<file path="src/rtl/gen3_pkg.sv">
// Shared constants and types for the Gen3 128b/130b lane scrambler sequencer.
package gen3_pkg;

  // Sync header codes
  localparam logic [1:0] SYNC_DATA = 2'b10;
  localparam logic [1:0] SYNC_OS   = 2'b01;

  // Ordered-set identifiers (symbol 0 of an OS block)
  localparam logic [7:0] SKP_SYM_DEF   = 8'hAA;
  localparam logic [7:0] EIEOS_SYM_DEF = 8'h00;

  // Block geometry: 16 symbols carried as 8 beats of 2 symbols
  localparam int BLOCK_BEATS = 8;
  localparam int BEAT_BITS   = 16;

  // Scrambler LFSR: x^23 + x^21 + x^16 + x^8 + x^5 + x^2 + 1
  localparam int          LFSR_W   = 23;
  localparam logic [23:0] SEED_DEF = 24'h1DBFBC;

  typedef logic [2:0] beat_cnt_t;

  typedef enum logic [2:0] {
    ST_IDLE,
    ST_DATA,
    ST_OS_SCR,
    ST_OS_SKP,
    ST_OS_EIE
  } scr_state_e;

endpackage

</file>
<file path="src/rtl/gen3_lfsr_step.sv">
// 23-bit Fibonacci scrambler LFSR producing 16 keystream bits per beat.
// Mask bit i is the i-th keystream bit of the beat (bit 0 scrambles the
// earliest bit of the earlier symbol). The keystream obeys
//   k[n+23] = k[n+21] ^ k[n+16] ^ k[n+8] ^ k[n+5] ^ k[n+2] ^ k[n]
// with k[0..22] taken from state bits [22..0].
module gen3_lfsr_step
  import gen3_pkg::*;
#(
  parameter logic [LFSR_W-1:0] RESET_SEED = SEED_DEF[LFSR_W-1:0]
) (
  input  logic                  i_pclk,
  input  logic                  i_reset,
  input  logic                  i_advance,
  input  logic                  i_load,
  input  logic [LFSR_W-1:0]     i_seed,
  output logic [BEAT_BITS-1:0]  o_mask
);

  logic [LFSR_W-1:0] r_state;
  logic [LFSR_W-1:0] w_walk;
  logic [LFSR_W-1:0] w_next;

  // Unroll 16 shifts: emit the MSB, shift left, insert the feedback bit
  always_comb begin
    w_walk = r_state;
    o_mask = '0;
    for (int i = 0; i < BEAT_BITS; i++) begin
      o_mask[i] = w_walk[LFSR_W-1];
      w_walk    = {w_walk[LFSR_W-2:0],
                   w_walk[22] ^ w_walk[20] ^ w_walk[17] ^
                   w_walk[14] ^ w_walk[6]  ^ w_walk[1]};
    end
    w_next = w_walk;
  end

  // State register: seed load has priority over a 16-bit advance
  always_ff @(posedge i_pclk or posedge i_reset) begin
    if (i_reset) begin
      r_state <= RESET_SEED;
    end else if (i_load) begin
      r_state <= i_seed;
    end else if (i_advance) begin
      r_state <= w_next;
    end
  end

endmodule

</file>
<file path="src/rtl/gen3_scrambler_seq.sv">
// Gen3+ per-lane scrambler sequencer: block decode, per-symbol bypass,
// LFSR advance/hold/reload control, XOR stage and 1-deep output register.
//
//   state     | meaning
//   ----------+-----------------------------------------------------------
//   ST_IDLE   | between blocks; next accepted beat must be a beat 0
//   ST_DATA   | data block, every symbol scrambled, LFSR advances
//   ST_OS_SCR | scrambled OS (TS1/TS2...), symbol 0 bypassed, LFSR advances
//   ST_OS_SKP | SKP OS or bad-sync block, bypass all, LFSR holds
//   ST_OS_EIE | EIEOS, bypass all, LFSR advances then reloads on beat 7
module gen3_scrambler_seq
  import gen3_pkg::*;
#(
  parameter logic [23:0] SEED      = SEED_DEF,
  parameter logic [7:0]  SKP_SYM   = SKP_SYM_DEF,
  parameter logic [7:0]  EIEOS_SYM = EIEOS_SYM_DEF
) (
  input  logic        i_pclk,
  input  logic        i_reset,
  input  logic        i_scr_reset_req,
  input  logic        i_in_valid,
  output logic        o_in_ready,
  input  logic        i_in_block_start,
  input  logic [1:0]  i_in_sync,
  input  logic [15:0] i_in_data,
  output logic        o_out_valid,
  input  logic        i_out_ready,
  output logic        o_out_block_start,
  output logic [1:0]  o_out_sync,
  output logic [15:0] o_out_data,
  output logic        o_err_framing
);

  localparam beat_cnt_t LAST_BEAT = beat_cnt_t'(BLOCK_BEATS - 1);

  scr_state_e  r_state;
  scr_state_e  w_state_next;
  scr_state_e  w_decoded;
  scr_state_e  w_eff_state;
  beat_cnt_t   r_beat_cnt;
  beat_cnt_t   w_cnt_next;
  beat_cnt_t   w_eff_beat;

  logic        w_accept;
  logic        w_in_idle;
  logic        w_misplaced;
  logic        w_missing;
  logic        w_bad_sync;
  logic        w_err;
  logic        w_last;
  logic        w_rule_adv;
  logic        w_advance;
  logic        w_load;
  logic [15:0] w_scr_en;
  logic [15:0] w_mask;

  logic        r_scr_pend;
  logic        r_out_valid;
  logic        r_out_block_start;
  logic [1:0]  r_out_sync;
  logic [15:0] r_out_data;
  logic        r_err;

  // A stall at the output back-pressures the input in the same cycle
  assign o_in_ready = ~r_out_valid | i_out_ready;
  assign w_accept   = i_in_valid & o_in_ready;

  // Framing checks; beat_cnt is non-zero exactly when not idle
  assign w_in_idle   = (r_state == ST_IDLE);
  assign w_misplaced = i_in_block_start & ~w_in_idle;
  assign w_missing   = ~i_in_block_start & w_in_idle;
  assign w_bad_sync  = i_in_block_start &
                       (i_in_sync != SYNC_DATA) & (i_in_sync != SYNC_OS);
  assign w_err       = w_accept & (w_misplaced | w_missing | w_bad_sync);

  // Block-type decode from sync header and symbol 0; bad sync is treated as SKP
  always_comb begin
    w_decoded = ST_OS_SKP;
    case (i_in_sync)
      SYNC_DATA: w_decoded = ST_DATA;
      SYNC_OS: begin
        if (i_in_data[7:0] == SKP_SYM) begin
          w_decoded = ST_OS_SKP;
        end else if (i_in_data[7:0] == EIEOS_SYM) begin
          w_decoded = ST_OS_EIE;
        end else begin
          w_decoded = ST_OS_SCR;
        end
      end
      default: w_decoded = ST_OS_SKP;
    endcase
  end

  // A block start always restarts decoding, abandoning any partial block
  always_comb begin
    w_eff_state = r_state;
    w_eff_beat  = r_beat_cnt;
    if (i_in_block_start) begin
      w_eff_state = w_decoded;
      w_eff_beat  = '0;
    end
  end

  // Per-symbol scramble enables and LFSR advance rule for the current beat
  always_comb begin
    w_scr_en   = 16'h0000;
    w_rule_adv = 1'b0;
    case (w_eff_state)
      ST_DATA: begin
        w_scr_en   = 16'hFFFF;
        w_rule_adv = 1'b1;
      end
      ST_OS_SCR: begin
        w_scr_en   = (w_eff_beat == '0) ? 16'hFF00 : 16'hFFFF;
        w_rule_adv = 1'b1;
      end
      ST_OS_EIE: begin
        w_scr_en   = 16'h0000;
        w_rule_adv = 1'b1;
      end
      default: begin
        w_scr_en   = 16'h0000;
        w_rule_adv = 1'b0;
      end
    endcase
  end

  // Next state and beat counter; beat 7 wraps to idle
  always_comb begin
    w_state_next = r_state;
    w_cnt_next   = r_beat_cnt;
    if (w_accept) begin
      if ((w_eff_state == ST_IDLE) || (w_eff_beat == LAST_BEAT)) begin
        w_state_next = ST_IDLE;
        w_cnt_next   = '0;
      end else begin
        w_state_next = w_eff_state;
        w_cnt_next   = w_eff_beat + 1'b1;
      end
    end
  end

  // State and beat counter registers
  always_ff @(posedge i_pclk or posedge i_reset) begin
    if (i_reset) begin
      r_state    <= ST_IDLE;
      r_beat_cnt <= '0;
    end else begin
      r_state    <= w_state_next;
      r_beat_cnt <= w_cnt_next;
    end
  end

  // Seed reload happens only at a block boundary: accepted beat 7, or while
  // idle with no beat arriving. EIEOS end and a pending request merge into one load.
  assign w_last    = w_accept & (w_eff_state != ST_IDLE) & (w_eff_beat == LAST_BEAT);
  assign w_load    = (w_last & ((w_eff_state == ST_OS_EIE) | r_scr_pend | i_scr_reset_req)) |
                     (w_in_idle & ~w_accept & r_scr_pend);
  assign w_advance = w_accept & w_rule_adv;

  // Sticky LTSSM scrambler-reset request, cleared when the reload happens
  always_ff @(posedge i_pclk or posedge i_reset) begin
    if (i_reset) begin
      r_scr_pend <= 1'b0;
    end else if (w_load) begin
      r_scr_pend <= 1'b0;
    end else if (i_scr_reset_req) begin
      r_scr_pend <= 1'b1;
    end
  end

  gen3_lfsr_step #(
    .RESET_SEED (SEED[LFSR_W-1:0])
  ) u_lfsr (
    .i_pclk    (i_pclk),
    .i_reset   (i_reset),
    .i_advance (w_advance),
    .i_load    (w_load),
    .i_seed    (SEED[LFSR_W-1:0]),
    .o_mask    (w_mask)
  );

  // Output register: capture on accept, drop valid once downstream takes it
  always_ff @(posedge i_pclk or posedge i_reset) begin
    if (i_reset) begin
      r_out_valid       <= 1'b0;
      r_out_block_start <= 1'b0;
      r_out_sync        <= 2'b00;
      r_out_data        <= 16'h0000;
    end else if (w_accept) begin
      r_out_valid       <= 1'b1;
      r_out_block_start <= i_in_block_start;
      r_out_sync        <= i_in_sync;
      r_out_data        <= i_in_data ^ (w_mask & w_scr_en);
    end else if (i_out_ready) begin
      r_out_valid       <= 1'b0;
    end
  end

  // Framing error pulse, one cycle per offending accepted beat
  always_ff @(posedge i_pclk or posedge i_reset) begin
    if (i_reset) begin
      r_err <= 1'b0;
    end else begin
      r_err <= w_err;
    end
  end

  assign o_out_valid       = r_out_valid;
  assign o_out_block_start = r_out_block_start;
  assign o_out_sync        = r_out_sync;
  assign o_out_data        = r_out_data;
  assign o_err_framing     = r_err;

endmodule

</file>
<file path="config.mk">
export PLATFORM = sky130hd
export DESIGN_NAME = gen3_scrambler_seq
export DESIGN_NICKNAME = d
export VERILOG_FILES = /design/src/rtl/gen3_pkg.sv /design/src/rtl/gen3_lfsr_step.sv /design/src/rtl/gen3_scrambler_seq.sv
export SDC_FILE = /design/constraint.sdc
export NUM_CORES = 1
export LEC_CHECK = 0
export ABC_CLOCK_PERIOD_IN_PS = 8480
export CELL_PAD_IN_SITES_DETAIL_PLACEMENT = 0
export CELL_PAD_IN_SITES_GLOBAL_PLACEMENT = 1
export CORE_MARGIN = 2
export CORE_UTILIZATION = 46
export DETAILED_ROUTE_END_ITERATION = 8
export PLACE_DENSITY = 0.85
export SETUP_SLACK_MARGIN = 0.2
export SLEW_MARGIN = 20
export SYNTH_ARGS = -nofsm -noshare
export SYNTH_HDL_FRONTEND = slang
export SYNTH_SLANG_ARGS = --single-unit
</file>
<file path="constraint.sdc">
create_clock -name i_pclk -period 8.48 [get_ports i_pclk]
set_input_delay 1.696 -clock i_pclk [delete_from_list [all_inputs] [get_ports i_pclk]]
set_output_delay 1.696 -clock i_pclk [all_outputs]
set_load 0.01 [all_outputs]
</file>
==> impl_metrics.toml, run 1 <==
[status]
status = "finished, final reports clean"

[global_route]
use_met3_pct = 2.86
grt_pass1_wl_um = 12200
grt_use_met1_pct = 27.4
antenna_found_initial = 0
grt-busiest-layer = "met2"
track_usage_pct = 19.7
grt_remaining_overflow = 0
grt_max_degree = 52
grt_pass1_vias = 2491
grt.met2_usage_pct = 32.7

[sta]
clock_skew_ps = 8.24
tightestPinTransition_ps = 935
tns_ps = 0
finalSetupViolations = 0
drv_slew = 0
period_needed_ps = 4940
grt_setup_unrepaired = "no"
timing.final.crit_share_pct = 58.2
max_slew_margin_pct = 37.6
max_freq_ghz = 0.203
hold_violations = 0

[drt]
dr.first_iter.drc_count = 138
wl_per_cell_um = 15.3
vias = 2459
firstDrtPassIters = 4
drc = 0
via_per_inst = 5.04
totalWireLength_um = 7480
ant_nets = 0

[finish]
synthToLayoutAreaGrowth_pct = 18.5
diodes = 0
nNetsFinal = 417
regArea_sq_mm = 0.00130
final-instance-count-excl-fill = 488
multi_input_area_sq_mm = 0.00192
fill_cells = 646
drive_gt1_share_pct = 10.0

[worst_setup_path]
cp_max_fo = 25
worst-setup-path-type = "in -> reg"
critPathLaunchType = "input pin"
cp.required_ps = 8690
worst_setup_path_end_kind = "flip-flop"
crit_arrival_ps = 5140

[synth]
yosys_warnings = 0
synth_most_common_cell = "xnor2_1"
synth_edf_count = 0
avgSynthCellArea_sq_um = 9.53
synthTopCellsByArea = "dfrtp_1 26%, dfstp_2 13%, xnor2_1 12%, o21ai_0 6.1%, xnor3_1 4.7%"
ys_async_sr_fraction_pct = 100
postSynthCellCount = 352
synth.top_cell.area_share_pct = 26.1
syn_nets = 381
seq_area_frac_synth_pct = 38.6
synth_common_cells = "47 x xnor2_1, 41 x o21ai_0, 40 x nand2_1, 35 x dfrtp_1, 28 x nor2_1"
yosys_most_used_dff = "dfrtp_1"
synth_area_sq_mm = 0.00336
synth_largest_area_cell = "dfrtp_1"
ys_types = 38
synth_seq_cells = 51

[floorplanning]
initial_core_util_pct = 46.8
coreArea_sq_mm = 0.00718
rows = 31
die_w_um = 89.4
io_pins = 46
dieHeight_um = 89.4
dieArea_sq_mm = 0.00799

[cts]
cts_tree = "done"
cts.sinks = 51
clock-root-buffer = "clkbuf_8"
clk_latency_ps = 310
cts_resized = 0
cts.clk_slew.worst_paths_ps = 90
cts-htree-levels = 2
cts_setup_buffers = 0
cts_hold_buf = 0
clock_path_buffers = 2
cts_buffers = 5

[place]
hpwl_um = 5310
post-place-cells = 480
gp_congestion = 0.807
io_buffers = 45

[job]
maxCapViolCount = 0

[worst_hold_path]
hold_path_class = "reg -> reg"
cell families (layout without fill, tap and decap cells):
kind of cell	after synthesis	after routing	share of synthesized area, %
AO/OA/AOI/OAI	60	60	9.77
XOR/XNOR	81	81	29.0
adder cells (fa/ha/maj)	5	5	1.86
buffers and inverters	36	73	4.32
flip-flops	51	51	38.6
multiplexers	1	1	0.336
AND/OR/NAND/NOR	118	118	16.1
area by class of cell:
| class | instances | share of cell area (%) |
|---|---|---|
| Inverter | 18 | 1.70 |
| Multi-Input combinational cell | 265 | 48.2 |
| Tap cell | 99 | 3.11 |
| Clock inverter | 1 | 0.755 |
| Sequential cell | 51 | 32.6 |
| Timing Repair Buffer | 47 | 11.7 |
| Clock buffer | 7 | 1.92 |
worst max-delay path: stages:
cell	delay (ps)
clkdlybuf4s50_1	440
nor4_1	480
a311oi_1	160
a21o_1	250
or2_2	320
a21oi_1	610
o21a_1	820
and2_2	270
o21ai_0	80
stage by stage:
step                      instance area, sq um  worst slack [ps]  hold slack [ps]  utilization [%]
after global routing                      3980              3260              526             55.4
final                                     3980              3540              481             55.4
after CTS                                 3980              3580              490             55.4
after global placement                    3870              3330              460             53.9
after floorplan                           3360              4540              451                -
after detailed placement                  3870              3280              469             53.9
flip-flops by register name (all words and copies together), names as in the netlist:
register           cells
u_lfsr.r_state        23
r_scr_pend             1
o_out_sync             2
o_out_data            16
r_state                3
o_out_block_start      1
o_err_framing          1
o_out_valid            1
r_beat_cnt             3
routing by layer:
| layer | wire length, um | share of wire, % | vias to the layer above |
|---|---|---|---|
| li1 | - | - | 1227 |
| met1 | 3580 | 48 | 1172 |
| met5 | 0 | 0 | - |
| met2 | 3560 | 48 | 53 |
| met3 | 258 | 3.5 | 7 |
| met4 | 79 | 1.1 | 0 |
layout by cell type (no fill, tap or decap), types with 3 or more instances in the layout:
master           netlist  final
dfstp_2               16     16
a21oi_1                9      9
xor3_1                 3      3
and3_1                 3      3
o21ai_0               41     40
xnor2_1               47     47
dfrtp_1               35     35
clkbuf_8               0      5
and2_1                 3      3
nor3_1                18     18
ha_1                   5      5
nor4_1                 3      3
xnor3_1                7      7
xor2_1                15     15
nand2_1               40     40
inv_1                 18     17
nand2b_1               6      6
nand3_1                9      9
nor2_1                28     28
clkdlybuf4s50_1        0     45
xnor3_2                6      6
worst paths after layout:
kind                            slack [ps]  cells past startpoint          startpoint           endpoint
worst max-delay path                  3540                      9        i_in_data[0]  u_lfsr.r_state[2]
worst min-delay path                   480                      2      o_out_data[12]     o_out_data[12]
worst max register to register        5190                      8  u_lfsr.r_state[15]  u_lfsr.r_state[0]
worst min register to register         480                      2      o_out_data[12]     o_out_data[12]
max in group asynchronous             6150                      3             i_reset      r_beat_cnt[2]
min in group asynchronous             1890                      3             i_reset      r_beat_cnt[0]
Power of run 1 is not shown: default switching activity piles up to over one toggle a cycle in this logic, so the estimate is an artifact.
==> run 2: changes to the inputs <==
--- a/config.mk
+++ b/config.mk
@@ -5,13 +5,13 @@
 export SDC_FILE = /design/constraint.sdc
 export NUM_CORES = 1
 export LEC_CHECK = 0
-export ABC_CLOCK_PERIOD_IN_PS = 8480
+export ABC_CLOCK_PERIOD_IN_PS = 4300
 export CELL_PAD_IN_SITES_DETAIL_PLACEMENT = 0
 export CELL_PAD_IN_SITES_GLOBAL_PLACEMENT = 1
 export CORE_MARGIN = 2
-export CORE_UTILIZATION = 46
+export CORE_UTILIZATION = 38
 export DETAILED_ROUTE_END_ITERATION = 8
-export PLACE_DENSITY = 0.85
+export PLACE_DENSITY = 0.75
 export SETUP_SLACK_MARGIN = 0.2
 export SLEW_MARGIN = 20
 export SYNTH_ARGS = -nofsm -noshare
==> constraint.sdc (replaced) <==
create_clock -name i_pclk -period 4.3 [get_ports i_pclk]
set_input_delay 0.86 -clock i_pclk [delete_from_list [all_inputs] [get_ports i_pclk]]
set_output_delay 0.86 -clock i_pclk [all_outputs]
set_load 0.01 [all_outputs]
==> run 2 against run 1 <==
Register-to-register slack got worse by 4200 ps. Via count is 0.12% higher. Global-route usage shrank 3.4 points. Critical endpoint is now u_lfsr.r_state[0].
==> impl_metrics.toml, run 2 (same netlist as run 1, synthesis figures left out) <==
[status]
status = "finished, final reports clean"

[worst_setup_path]
cp_max_fo = 4
worst-setup-path-type = "reg -> reg"
worst_setup_path_end_kind = "flip-flop"
r2r_start = "u_lfsr.r_state[15]"
crit_start = "u_lfsr.r_state[15]"
rr_worst_depth = 8
critPathCapture = "u_lfsr.r_state[0]"
critPathLaunchType = "flip-flop"
timing.reg2reg.setup_slack_ps = 960
cp.required_ps = 4480
rr_endpoint = "u_lfsr.r_state[0]"
crit_arrival_ps = 3520

[floorplanning]
dieHeight_um = 98.0
initial_core_util_pct = 38.9
die_w_um = 98.0
rows = 34
coreArea_sq_mm = 0.00864
dieArea_sq_mm = 0.00960
io_pins = 46

[sta]
finalSetupViolations = 0
max_slew_margin_pct = 53.5
tns_ps = 0
tightestPinTransition_ps = 696
grt_setup_unrepaired = "no"
drv_slew = 0
hold_violations = 0
timing.final.crit_share_pct = 77.6
clock_skew_ps = 6.23
period_needed_ps = 3340
postLayoutSetupSlackWorst_ps = 963
max_freq_ghz = 0.300

[drt]
drc = 0
dr.first_iter.drc_count = 119
vias = 2462
firstDrtPassIters = 5
totalWireLength_um = 7510
via_per_inst = 4.92
wl_per_cell_um = 15.0
ant_nets = 0

[global_route]
track_usage_pct = 16.3
antenna_found_initial = 0
grt_remaining_overflow = 0
grt_pass1_vias = 2418
grt_pass1_wl_um = 12700
grt_max_degree = 36

[cts]
cts_tree = "done"
clock_path_buffers = 2
cts_buffers = 5
cts_hold_buf = 0
clk_latency_ps = 300
cts_setup_buffers = 0
clock-root-buffer = "clkbuf_8"
cts.clk_slew.worst_paths_ps = 90
cts.sinks = 51
cts-htree-levels = 2
cts_resized = 0

[finish]
top_register = "u_lfsr.r_state"
largest_reg_flops = 23
synthToLayoutAreaGrowth_pct = 18.8
final_common_cell = "xnor2_1"
postLayoutCoreUtil_pct = 46.2
diodes = 0
mostFrequentLayoutCells = "47 x xnor2_1, 45 x clkdlybuf4s50_1, 40 x o21ai_0, 40 x nand2_1, 35 x dfrtp_1"
nNetsFinal = 420
drive_gt1_share_pct = 10.7

[place]
gp_congestion = 0.763
hpwl_um = 5670
io_buffers = 45
post-place-ws_ps = 738

[job]
maxCapViolCount = 0

[worst_hold_path]
hold_path_class = "reg -> reg"
## run 2: changes by cell type in the layout (fill, tap and decap cells not counted)
cell        change
buf_4           +3
bufinv_16       -1
clkbuf_1        -1
clkinv_2        +1
clkinvlp_4      +1
o21ai_1         +1
o21ai_2         -1
## run 2: cell type report
class                   instances  area [sq um]
multi-input cells             265          1910
well taps                     108           135
clock inverters                 2          12.5
fillers                       834          4650
clock buffers                   6          72.6
flip-flops and latches         51          1300
inverters                      18          67.6
repair buffers                 50           488
## run 2: critical path, stage by stage, from the launching register on
cell	delay, ps
dfstp_2	590
xor3_2	470
xnor3_2	260
xnor3_2	450
xnor3_2	430
xnor3_1	440
xnor3_1	420
nand2_1	80
a21oi_1	60
## run 2: metrics by stage
step                cells  area (sq um)  hold slack [ps]
finish                500          3990              487
global route          500          3990              509
CTS                   500          3990              495
detailed placement    492          3900              472
global placement      492          3900              463
floorplan             352          3360              451
## run 2: how the worst min path moves through the flow
stage / cells past startpoint / slack [ps] / end / startpoint
finish: 2 / 490 / o_out_data[11] / o_out_data[11]
global placement: 2 / 460 / o_out_sync[0] / o_out_sync[0]
floorplan: 2 / 450 / r_beat_cnt[0] / r_beat_cnt[0]
CTS: 2 / 490 / o_out_data[11] / o_out_data[11]
global route: 2 / 510 / o_out_data[1] / o_out_data[1]
detailed placement: 2 / 470 / o_out_data[1] / o_out_data[1]
## run 2: layer usage
metal | vias to the layer above | share of wire (%) | GRT usage, % | routed length [um]
met5 | - | 0 | 0 | 0
met4 | 0 | 0.37 | 3.31 | 28
met3 | 2 | 4.2 | 3.29 | 314
met2 | 66 | 47 | 27.0 | 3510
met1 | 1158 | 49 | 22.3 | 3650
li1 | 1236 | - | - | -
Power of run 2 is left out for the same reason.
